File: src/rtl/id_ex_stage.sv
// RV32I decode stage and ID/EX pipeline register.
// It handles load-use hazard bubbles, flush from branch resolution and back-pressure from EX.
module id_ex_stage #(
    parameter int unsigned XLEN     = 32,
    parameter logic [31:0] RESET_PC = 32'h0
) (
    input  logic            clk,
    input  logic            rst_n,
    input  logic            if_valid,
    input  logic [31:0]     if_instr,
    input  logic [31:0]     if_pc,
    output logic            if_ready,
    input  logic            flush,
    input  logic            ex_stall,
    output logic [4:0]      rf_rs1,
    output logic [4:0]      rf_rs2,
    input  logic [XLEN-1:0] rf_a,
    input  logic [XLEN-1:0] rf_b,
    output logic            ex_valid,
    output logic [31:0]     ex_pc,
    output logic [XLEN-1:0] ex_a,
    output logic [XLEN-1:0] ex_b,
    output logic [XLEN-1:0] ex_imm,
    output logic [4:0]      ex_rs1,
    output logic [4:0]      ex_rs2,
    output logic [4:0]      ex_rd,
    output logic [6:0]      ex_opcode,
    output logic [2:0]      ex_funct3,
    output logic            ex_funct7b5,
    output logic            ex_mem_read,
    output logic            ex_mem_write,
    output logic            ex_reg_write,
    output logic            ex_illegal
);

    typedef enum logic [6:0] {
        OPC_LOAD   = 7'b0000011,
        OPC_FENCE  = 7'b0001111,
        OPC_OP_IMM = 7'b0010011,
        OPC_AUIPC  = 7'b0010111,
        OPC_STORE  = 7'b0100011,
        OPC_OP     = 7'b0110011,
        OPC_LUI    = 7'b0110111,
        OPC_BRANCH = 7'b1100011,
        OPC_JALR   = 7'b1100111,
        OPC_JAL    = 7'b1101111,
        OPC_SYSTEM = 7'b1110011
    } opcode_e;

    opcode_e     opc;
    logic [4:0]  rs1;
    logic [4:0]  rs2;
    logic [4:0]  rd;
    logic [31:0] imm_i;
    logic [31:0] imm_s;
    logic [31:0] imm_b;
    logic [31:0] imm_u;
    logic [31:0] imm_j;

    assign opc    = opcode_e'(if_instr[6:0]);
    assign rs1    = if_instr[19:15];
    assign rs2    = if_instr[24:20];
    assign rd     = if_instr[11:7];
    assign rf_rs1 = rs1;
    assign rf_rs2 = rs2;

    assign imm_i = {{20{if_instr[31]}}, if_instr[31:20]};
    assign imm_s = {{20{if_instr[31]}}, if_instr[31:25], if_instr[11:7]};
    assign imm_b = {{19{if_instr[31]}}, if_instr[31], if_instr[7],
                    if_instr[30:25], if_instr[11:8], 1'b0};
    assign imm_u = {if_instr[31:12], 12'b0};
    assign imm_j = {{11{if_instr[31]}}, if_instr[31], if_instr[19:12],
                    if_instr[20], if_instr[30:21], 1'b0};

    logic [31:0] imm;
    logic        legal;
    logic        uses_rs1;
    logic        uses_rs2;
    logic        writes_rd;
    logic        is_load;
    logic        is_store;

    always_comb begin
        imm       = '0;
        legal     = 1'b1;
        uses_rs1  = 1'b1;
        uses_rs2  = 1'b0;
        writes_rd = 1'b0;
        is_load   = 1'b0;
        is_store  = 1'b0;
        case (opc)
            OPC_LOAD: begin
                imm       = imm_i;
                writes_rd = 1'b1;
                is_load   = 1'b1;
            end
            OPC_OP_IMM: begin
                imm       = imm_i;
                writes_rd = 1'b1;
            end
            OPC_JALR: begin
                imm       = imm_i;
                writes_rd = 1'b1;
            end
            OPC_SYSTEM: imm = imm_i;
            OPC_STORE: begin
                imm      = imm_s;
                uses_rs2 = 1'b1;
                is_store = 1'b1;
            end
            OPC_BRANCH: begin
                imm      = imm_b;
                uses_rs2 = 1'b1;
            end
            OPC_LUI, OPC_AUIPC: begin
                imm       = imm_u;
                uses_rs1  = 1'b0;
                writes_rd = 1'b1;
            end
            OPC_JAL: begin
                imm       = imm_j;
                uses_rs1  = 1'b0;
                writes_rd = 1'b1;
            end
            OPC_OP: begin
                uses_rs2  = 1'b1;
                writes_rd = 1'b1;
            end
            OPC_FENCE: uses_rs1 = 1'b0;
            default:   legal = 1'b0;
        endcase
        if (if_instr[1:0] != 2'b11) begin
            legal = 1'b0;
        end
    end

    // A load in EX whose destination feeds this instruction must let the load advance first.
    logic hazard;
    assign hazard = if_valid & ex_valid & ex_mem_read & (ex_rd != 5'd0) &
                    ((uses_rs1 & (ex_rd == rs1)) | (uses_rs2 & (ex_rd == rs2)));

    assign if_ready = flush | ~(ex_stall | hazard);

    logic load_bubble;
    assign load_bubble = flush | (~ex_stall & (hazard | ~if_valid));

    always_ff @(posedge clk or negedge rst_n) begin
        if (!rst_n) begin
            ex_valid     <= 1'b0;
            ex_pc        <= RESET_PC;
            ex_a         <= '0;
            ex_b         <= '0;
            ex_imm       <= '0;
            ex_rs1       <= '0;
            ex_rs2       <= '0;
            ex_rd        <= '0;
            ex_opcode    <= '0;
            ex_funct3    <= '0;
            ex_funct7b5  <= 1'b0;
            ex_mem_read  <= 1'b0;
            ex_mem_write <= 1'b0;
            ex_reg_write <= 1'b0;
            ex_illegal   <= 1'b0;
        end else if (load_bubble) begin
            ex_valid     <= 1'b0;
            ex_mem_read  <= 1'b0;
            ex_mem_write <= 1'b0;
            ex_reg_write <= 1'b0;
            ex_illegal   <= 1'b0;
        end else if (!ex_stall) begin
            ex_valid     <= 1'b1;
            ex_pc        <= if_pc;
            ex_a         <= rf_a;
            ex_b         <= rf_b;
            ex_imm       <= imm;
            ex_rs1       <= rs1;
            ex_rs2       <= rs2;
            ex_rd        <= rd;
            ex_opcode    <= if_instr[6:0];
            ex_funct3    <= if_instr[14:12];
            ex_funct7b5  <= if_instr[30];
            ex_mem_read  <= legal & is_load;
            ex_mem_write <= legal & is_store;
            ex_reg_write <= legal & writes_rd & (rd != 5'd0);
            ex_illegal   <= ~legal;
        end
    end

endmodule

File: config.mk
export PLATFORM = sky130hd
export DESIGN_NAME = id_ex_stage
export DESIGN_NICKNAME = d
export VERILOG_FILES = /design/src/rtl/id_ex_stage.sv
export SDC_FILE = /design/constraint.sdc
export NUM_CORES = 1
export LEC_CHECK = 0
export BUFFER_PORTS_ARGS = -buffer_cell sky130_fd_sc_hd__buf_2
export CAP_MARGIN = 20
export CORE_ASPECT_RATIO = 0.8
export CORE_MARGIN = 10
export CORE_UTILIZATION = 51
export CTS_CLUSTER_DIAMETER = 100
export DETAILED_ROUTE_END_ITERATION = 8
export PLACE_DENSITY = 0.88
export SYNTH_ARGS = -nofsm -noshare
export SYNTH_HDL_FRONTEND = slang
export SYNTH_SLANG_ARGS = --single-unit
File: constraint.sdc
create_clock -name clk -period 4.1 [get_ports clk]
set_clock_uncertainty 0.15 [all_clocks]
set_input_delay 0.82 -clock clk [delete_from_list [all_inputs] [get_ports clk]]
set_output_delay 0.82 -clock clk [all_outputs]
set_load 0.02 [all_outputs]
==> reports/results.ini <==
[sta]
rsz0062_at_grt = no
finalMaxSlewViolations = 0
fin_crit_sh_pct = 83.1
finalHoldViolCount = 0
finalSetupViolations = 0
tightest_slew_ps = 941
slew_headroom_pct = 36.9
setup_tns_ps = 0
min_period_ps = 3410
fmax_mhz = 294

[grt]
grt_max_degree = 93
use_met2_pct = 36.1
use_met1_pct = 20.9
grt_antenna_before_repair = 1
top_usage_layer = met2
grt_overflow_total = 0
grt_pass1_wl_mm = 29.4
grtUsageMet3_pct = 10.6
grt_pass1_vias = 5484
track_usage_pct = 20.6

[worst_setup_path]
path_buf_inv = 2
cpLargestDelayFamily = simple AND/OR/NAND/NOR gates
path_max_fanout = 12
cp.required_ps = 3130
end_kind = primary output
r2r_cells = 6
regToRegSetupSlack_ps = 1400
start_kind = primary input
path_common_cell = buf_2
crit_path_cell_trace = buf_2 > nand3b_1 > o311ai_0 > nor4_1 > o31ai_1 > buf_2
critPathKind = primary input to primary output
max_stage_delay_ps = 690
slowest_stage = nor4_1
cp_num_cells = 6
arrival_ps = 2440

[yosys]
synth_flop_cell = dfrtp_1
synthArstFlopShare_pct = 100
synthCells = 493
synth-edff-count = 0
syn_avg_cell_area_um2 = 13.7
synth-xor-area-share_pct = 1.56
synthSimpleGateAreaFrac_pct = 4.06
syn_nets = 626
syn_area_um2 = 6750
ys_seq_area_share_pct = 59.0
synth_top_family_by_area = multiplexers
synth_seq_cells = 159
synth-compound-area-share_pct = 4.56
muxShareOfSynthArea_pct = 25.5
synth_cell_types = 42
synth-adder-area-share_pct = 0
yosysWarnings = 0

[placed_design]
place.gp.congestion = 0.855
dpl-instance-area_um2 = 8310
post-place-cells = 939
dpl.hpwl_mm = 14.7
port_buffers = 302

[detailed_routing]
avgViaCountPerCell = 5.12
wl_per_cell_um = 19.9
drt_iter0_drc = 228
drt_pass1_iterations = 4
antenna_left = 0
drc = 0
routed-via-count = 4977
wirelength_mm = 19.4

[pwr]
power_mw = 4.63
p_leak_nw = 4.38
irDropWorstVdd_mv = 0.387
power.density_nw_per_um2 = 518

[clock_network]
htreeDepth = 4
cts-root-buf = clkbuf_16
cts.sinks = 159
post-cts-setup-buffers = 0
numCtsBuffers = 17
cts_tree = built
clkSlewWorstSetupHoldPaths_ps = 60
holdBufCountCts = 0
cts_resized = 0
clockBufferDepth = 2
clock_latency_ps = 420

[job]
drv_cap = 0

[finish]
nNetsFinal = 916
syn2layout_area_growth_pct = 32.5
drive_gt1_share_pct = 48.7
mostFrequentLayoutCells = buf_2, dfrtp_1, mux2_1, mux2_2, inv_1
utilization_pct = 69.2
final-instance-count-excl-fill = 972
final_common_cell = buf_2
fin_area_um2 = 8940

[hold_path]
holdCritPathClass = primary input to asynchronous set/reset pin

[die]
floorplan.die_area_um2 = 18300
io_pins = 303
die_x_um = 149
fp.dieH_um = 123
start_util_pct = 52.2
rows = 37
core_area_um2 = 12900

[run_status]
run_status = finished, final reports clean

==> cell usage after synthesis, types with 3 or more instances <==
master	n	area share, %
a21oi_1	26	1.9
a22o_1	5	0.65
a32o_1	3	0.45
buf_2	5	0.37
buf_4	14	1.6
buf_6	8	1.3
clkbuf_1	6	0.33
dfrtp_1	159	59
inv_1	30	1.7
mux2_1	78	13
mux2_2	49	8.2
mux2i_1	29	4.3
nand2_1	15	0.83
nand3_1	4	0.30
nand3b_1	3	0.33
nor2_1	12	0.67
nor3_1	3	0.22
o21ai_0	4	0.30
xnor2_1	11	1.4
==> state kept, by name (all words and copies together) (netlist names) <==
| register | cells |
|---|---|
| ex_a | 32 |
| ex_b | 32 |
| ex_funct3 | 3 |
| ex_funct7b5 | 1 |
| ex_illegal | 1 |
| ex_imm | 32 |
| ex_mem_read | 1 |
| ex_mem_write | 1 |
| ex_opcode | 7 |
| ex_pc | 32 |
| ex_rd | 5 |
| ex_reg_write | 1 |
| ex_rs1 | 5 |
| ex_rs2 | 5 |
| ex_valid | 1 |
==> where the power goes <==
part	internal, mW	total, mW	switching (mW)	leakage [nW]
clock network	1.02	1.65	0.634	0.305
registers	1.81	1.94	0.127	1.96
logic	0.403	1.04	0.636	2.12
==> per-layer routing <==
metal / up-vias / wire length [µm]
li1: 2302 / -
met1: 2438 / 6900
met2: 211 / 9980
met3: 26 / 2180
met4: 0 / 306
met5: - / 0
==> path summary, 6_finish.rpt <==
check / endpoint / from
max in group asynchronous: ex_a[13] / rst_n
worst max register to register: ex_a[0] / ex_rd[1]
worst max-delay path: if_ready / if_instr[3]
worst min register to register: ex_a[7] / ex_a[7]
min in group clk: ex_a[7] / ex_a[7]
worst min-delay path: ex_rs1[0] / rst_n
==> cell type report <==
class | instances | area (µm²)
clock buffers | 22 | 474
repair buffers | 305 | 1580
diodes | 1 | 2.50
well taps | 175 | 219
flip-flops and latches | 159 | 3980
clock inverters | 10 | 151
inverters | 30 | 113
fillers | 953 | 3980
multi-input cells | 270 | 2420
==> logic make-up (layout without fill, tap and decap cells) <==
kind of cell,after synthesis,after routing
other cells,0,1
simple gates,53,53
xor+xnor,12,12
mux,156,156
compound gates,49,49
flops,159,159
buf+inv,64,367
==> worst reg2reg max path, stage by stage (launching register included) <==
cell and delay [ps]:
dfrtp_1 430, or4_1 560, o21ai_1 130, nor4_1 110, nor3_4 330, buf_12 400
mux2_1 460
==> metrics by stage <==
| step | hold slack, ps | setup WS, ps |
|---|---|---|
| 2_1_floorplan | 374 | 1090 |
| 6_report | 299 | 694 |
| 3_3_place_gp | 311 | 747 |
| 3_5_place_dp | 319 | 705 |
| 5_1_grt | 340 | 491 |
| 4_1_cts | 333 | 680 |
Note: power is estimated with default switching activity, not from simulation.
